==> config.mk <==
export PLATFORM = sky130hd
export DESIGN_NAME = seg_scan_ctrl
export DESIGN_NICKNAME = d
export VERILOG_FILES = /design/src/rtl/seg_pkg.sv /design/src/rtl/seg_hex_decode.sv /design/src/rtl/seg_scan_ctrl.sv
export SDC_FILE = /design/constraint.sdc
export NUM_CORES = 1
export LEC_CHECK = 0
export CAP_MARGIN = 0
export CORE_MARGIN = 3
export CORE_UTILIZATION = 50
export CTS_CLUSTER_SIZE = 40
export DETAILED_ROUTE_END_ITERATION = 12
export PLACE_DENSITY_LB_ADDON = 0.25
export SLEW_MARGIN = 0
export SYNTH_ARGS = -nofsm -noshare
export SYNTH_HDL_FRONTEND = slang
export SYNTH_SLANG_ARGS = --single-unit
==> constraint.sdc <==
create_clock -name clk -period 4.25 [get_ports clk]
set_input_delay 0.6375 -clock clk [delete_from_list [all_inputs] [get_ports clk]]
set_output_delay 0.6375 -clock clk [all_outputs]
set_load 0.005 [all_outputs]
==> src/rtl/seg_pkg.sv <==
// seg_pkg: shared segment width, hex-to-segment table and scan state type.
package seg_pkg;
  localparam int SEG_W = 7;
  // Entry n occupies bits [7n+6:7n]; segments are {g,f,e,d,c,b,a}.
  localparam logic [16*SEG_W-1:0] SEG_TABLE = {
    7'h71, 7'h79, 7'h5E, 7'h39, 7'h7C, 7'h77, 7'h6F, 7'h7F,
    7'h07, 7'h7D, 7'h6D, 7'h66, 7'h4F, 7'h5B, 7'h06, 7'h3F
  };
  typedef enum logic {BLANK, SHOW} scan_state_e;
endpackage

==> src/rtl/seg_hex_decode.sv <==
// seg_hex_decode: combinational hex nibble to active-high 7-segment pattern.
module seg_hex_decode
  import seg_pkg::*;
(
  input  logic [3:0]       nib_i,
  output logic [SEG_W-1:0] seg_o
);
  assign seg_o = SEG_TABLE[nib_i*SEG_W +: SEG_W];
endmodule

==> src/rtl/seg_scan_ctrl.sv <==
// seg_scan_ctrl: multiplexed 7-segment scanner with frame-aligned double-buffered updates.
// Define SEG_LZB_EN to blank leading zero digits.
module seg_scan_ctrl
  import seg_pkg::*;
#(
  parameter int DIGITS    = 4,
  parameter int CLK_HZ    = 50000000,
  parameter int SCAN_HZ   = 1000,
  parameter int BLANK_CYC = 16
) (
  input  logic                  clk,
  input  logic                  rst,
  input  logic [4*DIGITS-1:0]   data_in,
  input  logic                  load,
  output logic                  upd_pending,
  output logic [SEG_W-1:0]      seg_out,
  output logic [DIGITS-1:0]     sel,
  output logic                  frame_tick
);
  localparam int DIV = CLK_HZ / SCAN_HZ;
  localparam int CW  = $clog2(DIV);
  localparam int IW  = $clog2(DIGITS);
  logic [CW-1:0]       cnt_q, cnt_d;
  logic [IW-1:0]       idx_q, idx_d;
  scan_state_e         state_q, state_d;
  logic [4*DIGITS-1:0] active_q, active_d, shadow_q, shadow_d;
  logic                pend_q, pend_d, tick_q, tick_d;
  logic [DIGITS-1:0]   sel_q, sel_d;
  logic [SEG_W-1:0]    seg_q, seg_d, dec;
  logic [3:0]          nib;
  logic                wrap_dw, wrap_fr, lz;
  seg_hex_decode u_dec (.nib_i(nib), .seg_o(dec));
  // Outputs are computed from next-cycle counters so sel and seg_out register together.
  always_comb begin
    wrap_dw  = cnt_q == CW'(DIV - 1);
    wrap_fr  = wrap_dw && idx_q == IW'(DIGITS - 1);
    cnt_d    = wrap_dw ? '0 : cnt_q + 1'b1;
    idx_d    = wrap_dw ? (wrap_fr ? '0 : idx_q + 1'b1) : idx_q;
    state_d  = cnt_d < CW'(BLANK_CYC) ? BLANK : SHOW;
    shadow_d = load ? data_in : shadow_q;
    pend_d   = load ? !wrap_fr : (wrap_fr ? 1'b0 : pend_q);
    active_d = wrap_fr ? (load ? data_in : (pend_q ? shadow_q : active_q)) : active_q;
    nib      = active_d[idx_d*4 +: 4];
    sel_d    = state_d == SHOW ? DIGITS'(1) << idx_d : '0;
    seg_d    = state_d == SHOW && !lz ? dec : '0;
    tick_d   = wrap_fr;
  end
`ifdef SEG_LZB_EN
  assign lz = idx_d != '0 && (active_d >> (idx_d*4)) == '0;
`else
  assign lz = 1'b0;
`endif
  always_ff @(posedge clk) begin
    if (!rst) begin
      cnt_q    <= '0;
      idx_q    <= '0;
      state_q  <= BLANK;
      active_q <= '0;
      shadow_q <= '0;
      pend_q   <= 1'b0;
      sel_q    <= '0;
      seg_q    <= '0;
      tick_q   <= 1'b0;
    end else begin
      cnt_q    <= cnt_d;
      idx_q    <= idx_d;
      state_q  <= state_d;
      active_q <= active_d;
      shadow_q <= shadow_d;
      pend_q   <= pend_d;
      sel_q    <= sel_d;
      seg_q    <= seg_d;
      tick_q   <= tick_d;
    end
  end
  assign upd_pending = pend_q;
  assign seg_out     = seg_q;
  assign sel         = sel_q;
  assign frame_tick  = tick_q;
endmodule

==> results_dict.tcl, run 1 <==
set metrics [dict create \
    status "finished clean" \
    yosys.area.top_type_share_pct 37.3 \
    final_nets 420 \
    start_util_pct 52.3 \
    cpMostUsedCell "ha_1" \
    dp_hpwl_mm 5.21 \
    rrSetupSlack_ns 0.65 \
    grt_use_total_pct 20.7 \
    critPathTopFamily "simple AND/OR/NAND/NOR gates" \
    numPortBuffers 31 \
    dp_cells 458 \
    crit-reg2reg-launch "cnt_q[0]$_SDFF_PP0_" \
    syn-cell-area_um2 3380 \
    seq_area_frac_synth_pct 37.3 \
    num_vias 2756 \
    design_area_um2 3900 \
    synth_most_common_cell "dfxtp_1" \
    tns_ns 0 \
    cpMaxStageDelayCell "nor4_2" \
    design.die.area_um2 7780 \
    grt_max_degree 29 \
    wl_mm 7.40 \
    whs_path_depth 1 \
    peakVddDrop_mv 0.206 \
    grt_pass1_vias 2633 \
    startpoint_type "flop" \
    worstPathMaxFanout 14 \
    cp_num_buf_inv 1 \
    fin_skew_ns 0.0141 \
    path_clk_slew_ns 0.07 \
    grt_first_pass_wirelength_mm 12.6 \
    fin_util_pct 60.3 \
    synth_seq_cells 63 \
    netlist_top_cells_count "dfxtp_1, nor2_1, mux2i_1" \
    gr-total-overflow 0 \
    netlist_instances 369 \
    async_reset_ff_share_pct 0 \
    cp_slowest_stage_delay_ns 0.61 \
    drive_gt1_share_pct 12.8 \
    cts_buffers 9 \
    core-area_um2 6460 \
    fin_crit_sh_pct 84.8 \
    postCtsSetupBuffers 0 \
    r2r_end "seg_out[6]$_SDFF_PP0_" \
    period_minus_slack_ns 3.60 \
    wl_per_cell_um 15.6 \
    fin_cells 474 \
    synth_edf_count 0 \
    cts.repair.resized 0 \
    maxCapViolations 0 \
    setup_viol 0 \
    synth_area_leader_cell "dfxtp_1" \
    antenna_found_initial 0 \
    cts.sinks 63 \
    tightest_slew_ns 0.642 \
    synth_flop_cell "dfxtp_1" \
    synth_cell_type_count 63 \
    die_h_um 88.2 \
    yosysWarnings 0 \
    drc_errors 0 \
    avgViaCountPerCell 5.81 \
    crit_type "reg2reg" \
    powerDensity_nw_per_um2 327 \
    hp-class "reg2reg" \
    p_leak_uw 0.00151 \
    post_dp_cell_area_um2 3670 \
    worstPathArrival_ns 3.87 \
    cp.required_ns 4.51 \
    drv_slew 0 \
    hold_ws_ns 0.471 \
    worstPathCellList "ha_1, and3_1, and4_4, mux2i_1, a2111oi_0, nor4_2, inv_1, ha_1, mux2_4, a221oi_2" \
    synth_nets 397 \
    hold_end "cnt_q[0]$_SDFF_PP0_" \
    gp_congestion 0.864 \
    synth_area_leaders "dfxtp_1, mux2i_1, nor2_1" \
    rows 29 \
    ant_nets 0 \
    hold_buffers 0 \
    rsz0062_at_grt "false" \
    die_x_um 88.2 \
    avgSynthCellArea_um2 9.15 \
    hold_viol 0 \
    insertion_delay_ns 0.35 \
    antenna_cells 0 \
    h-tree-depth 3 \
    clockBufferDepth 2 \
    cts_tree "yes" \
    min_from "cnt_q[0]$_SDFF_PP0_" \
    syn_to_final_growth_pct 15.4 \
    cts_root_buffer "clkbuf_8" \
    slew_headroom_pct 56.8 \
    max_clock_freq_mhz 278 \
    drt_iter0_drc 130 \
    rr_worst_depth 10 \
    setup.worst_path.start "cnt_q[0]$_SDFF_PP0_" \
    first_pass_iters 4 \
    ios 32 \
    worst_setup_path_end_kind "flop" \
]
## per-layer routing
metal	GRT usage [%]	share of wire [%]	vias up	routed length [um]
met5	0	0	-	0
met1	27.0	47	1315	3450
met3	4.61	4.1	12	305
li1	-	-	1371	-
met4	7.55	1.4	0	103
met2	33.7	48	58	3540
## layout by cell type, fill, tap and decap left out, types with 3 or more instances in the layout
| cell type | n |
|---|---|
| mux2i_1 | 24 |
| dfxtp_1 | 63 |
| clkbuf_8 | 9 |
| nor2_1 | 48 |
| mux2_2 | 10 |
| and2_1 | 12 |
| o21ai_0 | 7 |
| buf_4 | 3 |
| nor3_1 | 8 |
| nor4_2 | 3 |
| o21a_1 | 3 |
| nand4_1 | 6 |
| and3_1 | 14 |
| nand2_1 | 21 |
| o211ai_1 | 5 |
| nor2b_1 | 3 |
| inv_1 | 10 |
| xnor2_1 | 10 |
| clkdlybuf4s50_1 | 31 |
| a211oi_1 | 8 |
| ha_1 | 9 |
| xor2_1 | 5 |
| a21oi_1 | 15 |
| clkinv_4 | 3 |
| nand3_1 | 10 |
| a31oi_1 | 4 |
## power by group
part	internal, uW	switching (uW)	leakage (uW)
Clock	337	266	0.000114
Sequential	602	6.64	0.000511
Combinational	33.3	28.5	0.000886
Total	972	301	0.00151
## cells by family after synthesis
logic type / synth area share (%)
AOI/OAI and AO/OA: 15.0
DFF: 37.3
and+or+nand+nor: 23.1
xor gates and xnor gates: 3.89
muxes: 12.1
buffers and inverters: 5.30
adders and majority gates: 3.33
## through the flow
step | power (uW) | setup slack [ns]
finish | 1270 | 0.647
global placement | 683 | 0.708
detailed placement | 684 | 0.531
CTS | 1280 | 0.688
floorplan | 655 | 1.17
global route | 1320 | 0.332
## worst max-delay path by stage
stage | endpoint | depth (start not counted)
finish | seg_out[6]$_SDFF_PP0_ | 10
global route | seg_out[6]$_SDFF_PP0_ | 10
CTS | seg_out[6]$_SDFF_PP0_ | 10
detailed placement | seg_out[6]$_SDFF_PP0_ | 11
global placement | seg_out[6]$_SDFF_PP0_ | 11
floorplan | seg_out[6]$_SDFF_PP0_ | 10
## registers in the layout (all words and copies together) (netlist names)
signal,count
shadow_q,16
sel,4
active_q,16
seg_out,7
cnt_q,16
idx_q,2
upd_pending,1
frame_tick,1
## cell type report
cell class | instances | area [um2]
sequential | 63 | 1260
inverter | 11 | 41.3
clock inverter | 7 | 104
timing repair buffer | 34 | 333
tap | 77 | 96.3
fill | 577 | 2560
clock buffer | 9 | 124
multi-input combinational | 273 | 1940
Note: power is estimated with default switching activity, not from simulation.
==> run 2: changes to the inputs <==
==> constraint.sdc (replaced) <==
create_clock -name clk -period 3.67 [get_ports clk]
set_input_delay 0.5505 -clock clk [delete_from_list [all_inputs] [get_ports clk]]
set_output_delay 0.5505 -clock clk [all_outputs]
set_load 0.005 [all_outputs]
==> run 2 against run 1 <==
Compared with the run above:
- sequential share of layout area shrank 0.33 points
- combinational power increased by 18%
- die area stayed put
- non-clock buffer count is 5 higher
- critical path type unchanged
- largest cell class unchanged
==> results_dict.tcl, run 2 (synthesized netlist as in run 1, its figures left out) <==
set metrics [dict create \
    slew_headroom_pct 60.2 \
    drv_slew 0 \
    rsz0062_at_grt "false" \
    avgViaCountPerCell 5.83 \
    layout_commonest_cell "dfxtp_1" \
    core-area_um2 6460 \
    grt_max_degree 23 \
    path_clk_slew_ns 0.07 \
    maxCapViolations 0 \
    rr_worst_depth 12 \
    cpMaxStageDelayCell "dfxtp_1" \
    cp_slowest_stage_delay_ns 0.36 \
    startpoint_type "flop" \
    crit_type "reg2reg" \
    grt_first_pass_wirelength_mm 13.1 \
    grt_pass1_vias 2736 \
    hold_buffers 0 \
    status "finished clean" \
    antenna_cells 0 \
    cp.required_ns 3.93 \
    whs_path_depth 1 \
    numPortBuffers 31 \
    cts_tree "yes" \
    max_clock_freq_mhz 319 \
    clockBufferDepth 2 \
    hp-class "reg2reg" \
    syn_to_final_growth_pct 16.6 \
    grt_use_total_pct 21.5 \
    drt_iter0_drc 147 \
    tightest_slew_ns 0.592 \
    hold_end "cnt_q[0]$_SDFF_PP0_" \
    gr-total-overflow 0 \
    first_pass_iters 4 \
    worstPathArrival_ns 3.40 \
    peakVddDrop_mv 0.252 \
    worstPathCellList "ha_1, and3_1, nand4_1, nor2_4, mux2i_1, mux2i_1, mux2i_1, buf_4, inv_1, ha_1, mux2_4, a221oi_2" \
    drive_gt1_share_pct 13.9 \
    p_comb_share_pct 4.9 \
    rrSetupSlack_ns 0.53 \
    postCtsSetupBuffers 0 \
    antenna_found_initial 0 \
    cts_buffers 9 \
    sw_frac_of_total_pct 22.9 \
    setup_viol 0 \
    tns_ns 0 \
    fin_skew_ns 0.0121 \
    wl_per_cell_um 16.0 \
    cts.repair.resized 0 \
    num_vias 2793 \
    die_x_um 88.2 \
    fin_crit_sh_pct 85.5 \
    post-route-worst-setup-slack_ns 0.531 \
    p_leak_uw 0.00153 \
    reg_top3 "active_q: 16 flops, cnt_q: 16 flops, shadow_q: 16 flops" \
    rows 29 \
    p_clk_share_pct 47.4 \
    die_h_um 88.2 \
    p_int_uw 1140 \
    wl_mm 7.65 \
    dp_hpwl_mm 5.37 \
    ios 32 \
    pre_cts_slack_ns 0.334 \
    mostFrequentLayoutCells "dfxtp_1, nor2_1, clkdlybuf4s50_1" \
    hold_viol 0 \
    final_nets 425 \
    min_from "cnt_q[0]$_SDFF_PP0_" \
    insertion_delay_ns 0.35 \
    cpMostUsedCell "mux2i_1" \
    period_minus_slack_ns 3.14 \
    p_seq_share_pct 47.7 \
    start_util_pct 52.3 \
    powerDensity_nw_per_um2 376 \
    worst_setup_path_end_kind "flop" \
    crit-reg2reg-launch "cnt_q[0]$_SDFF_PP0_" \
    power_switching_uw 338 \
    h-tree-depth 3 \
    cts.sinks 63 \
    ant_nets 0 \
    r2r_end "seg_out[6]$_SDFF_PP0_" \
    design.die.area_um2 7780 \
    gp_congestion 0.901 \
    drc_errors 0 \
    worstPathMaxFanout 9 \
    cts_root_buffer "clkbuf_8" \
]
==> run 2: cell types whose count changed in the layout (fill, tap and decap cells not counted) <==
cell        previous run  this run
clkinv_4               3         1
buf_4                  3         8
inv_6                  2         1
clkinvlp_4             0         2
clkbuf_8               9        10
==> run 2: how the worst max path moves through the flow <==
stage,from,to,slack [ns]
2_1_floorplan,cnt_q[0]$_SDFF_PP0_,seg_out[6]$_SDFF_PP0_,0.65
3_3_place_gp,load,seg_out[6]$_SDFF_PP0_,0.37
3_5_place_dp,load,seg_out[6]$_SDFF_PP0_,0.33
4_1_cts,cnt_q[0]$_SDFF_PP0_,seg_out[6]$_SDFF_PP0_,0.54
5_1_grt,cnt_q[0]$_SDFF_PP0_,seg_out[3]$_SDFF_PP0_,0.20
6_report,cnt_q[0]$_SDFF_PP0_,seg_out[6]$_SDFF_PP0_,0.53
==> run 2: stage by stage <==
stage / total power [uW] / area, um2 / hold WS, ns / utilization, % / instances
floorplan: 759 / 3380 / 0.426 / - / 369
global placement: 792 / 3710 / 0.440 / 57.4 / 463
detailed placement: 794 / 3710 / 0.447 / 57.4 / 463
CTS: 1490 / 3940 / 0.464 / 60.9 / 479
global route: 1530 / 3940 / 0.501 / 60.9 / 479
finish: 1480 / 3940 / 0.459 / 60.9 / 479
==> run 2: cell type report <==
type | count | area, um2
clock buffers | 10 | 138
fillers | 581 | 2520
repair buffers | 39 | 370
clock inverters | 6 | 92.6
well taps | 77 | 96.3
flip-flops and latches | 63 | 1260
multi-input cells | 273 | 1940
inverters | 11 | 41.3
==> run 2: worst max-delay path, delay by kind of cell, from the launching register on <==
| kind | cells | cell delay (ns) |
|---|---|---|
| AND/OR/NAND/NOR | 3 | 0.95 |
| multiplexers | 4 | 0.85 |
| adder cells (fa/ha/maj) | 2 | 0.44 |
| flip-flops | 1 | 0.36 |
| buffers and inverters | 2 | 0.25 |
| AO/OA/AOI/OAI | 1 | 0.20 |
==> run 2: metal layers <==
metal | GRT usage [%] | vias up | share of wire (%)
li1 | - | 1382 | -
met1 | 27.5 | 1333 | 46
met2 | 34.6 | 58 | 47
met3 | 4.05 | 20 | 3.7
met4 | 10.9 | 0 | 3.0
met5 | 0 | - | 0
==> run 2: power by group through the flow <==
stage | Sequential, uW | Clock [uW] | Combinational, uW
5_1_grt | 706 | 746 | 81.0
2_1_floorplan | 719 | 0 | 40.0
3_3_place_gp | 720 | 0 | 71.9
4_1_cts | 705 | 710 | 73.6
3_5_place_dp | 721 | 0 | 73.2
6_report | 705 | 701 | 73.0
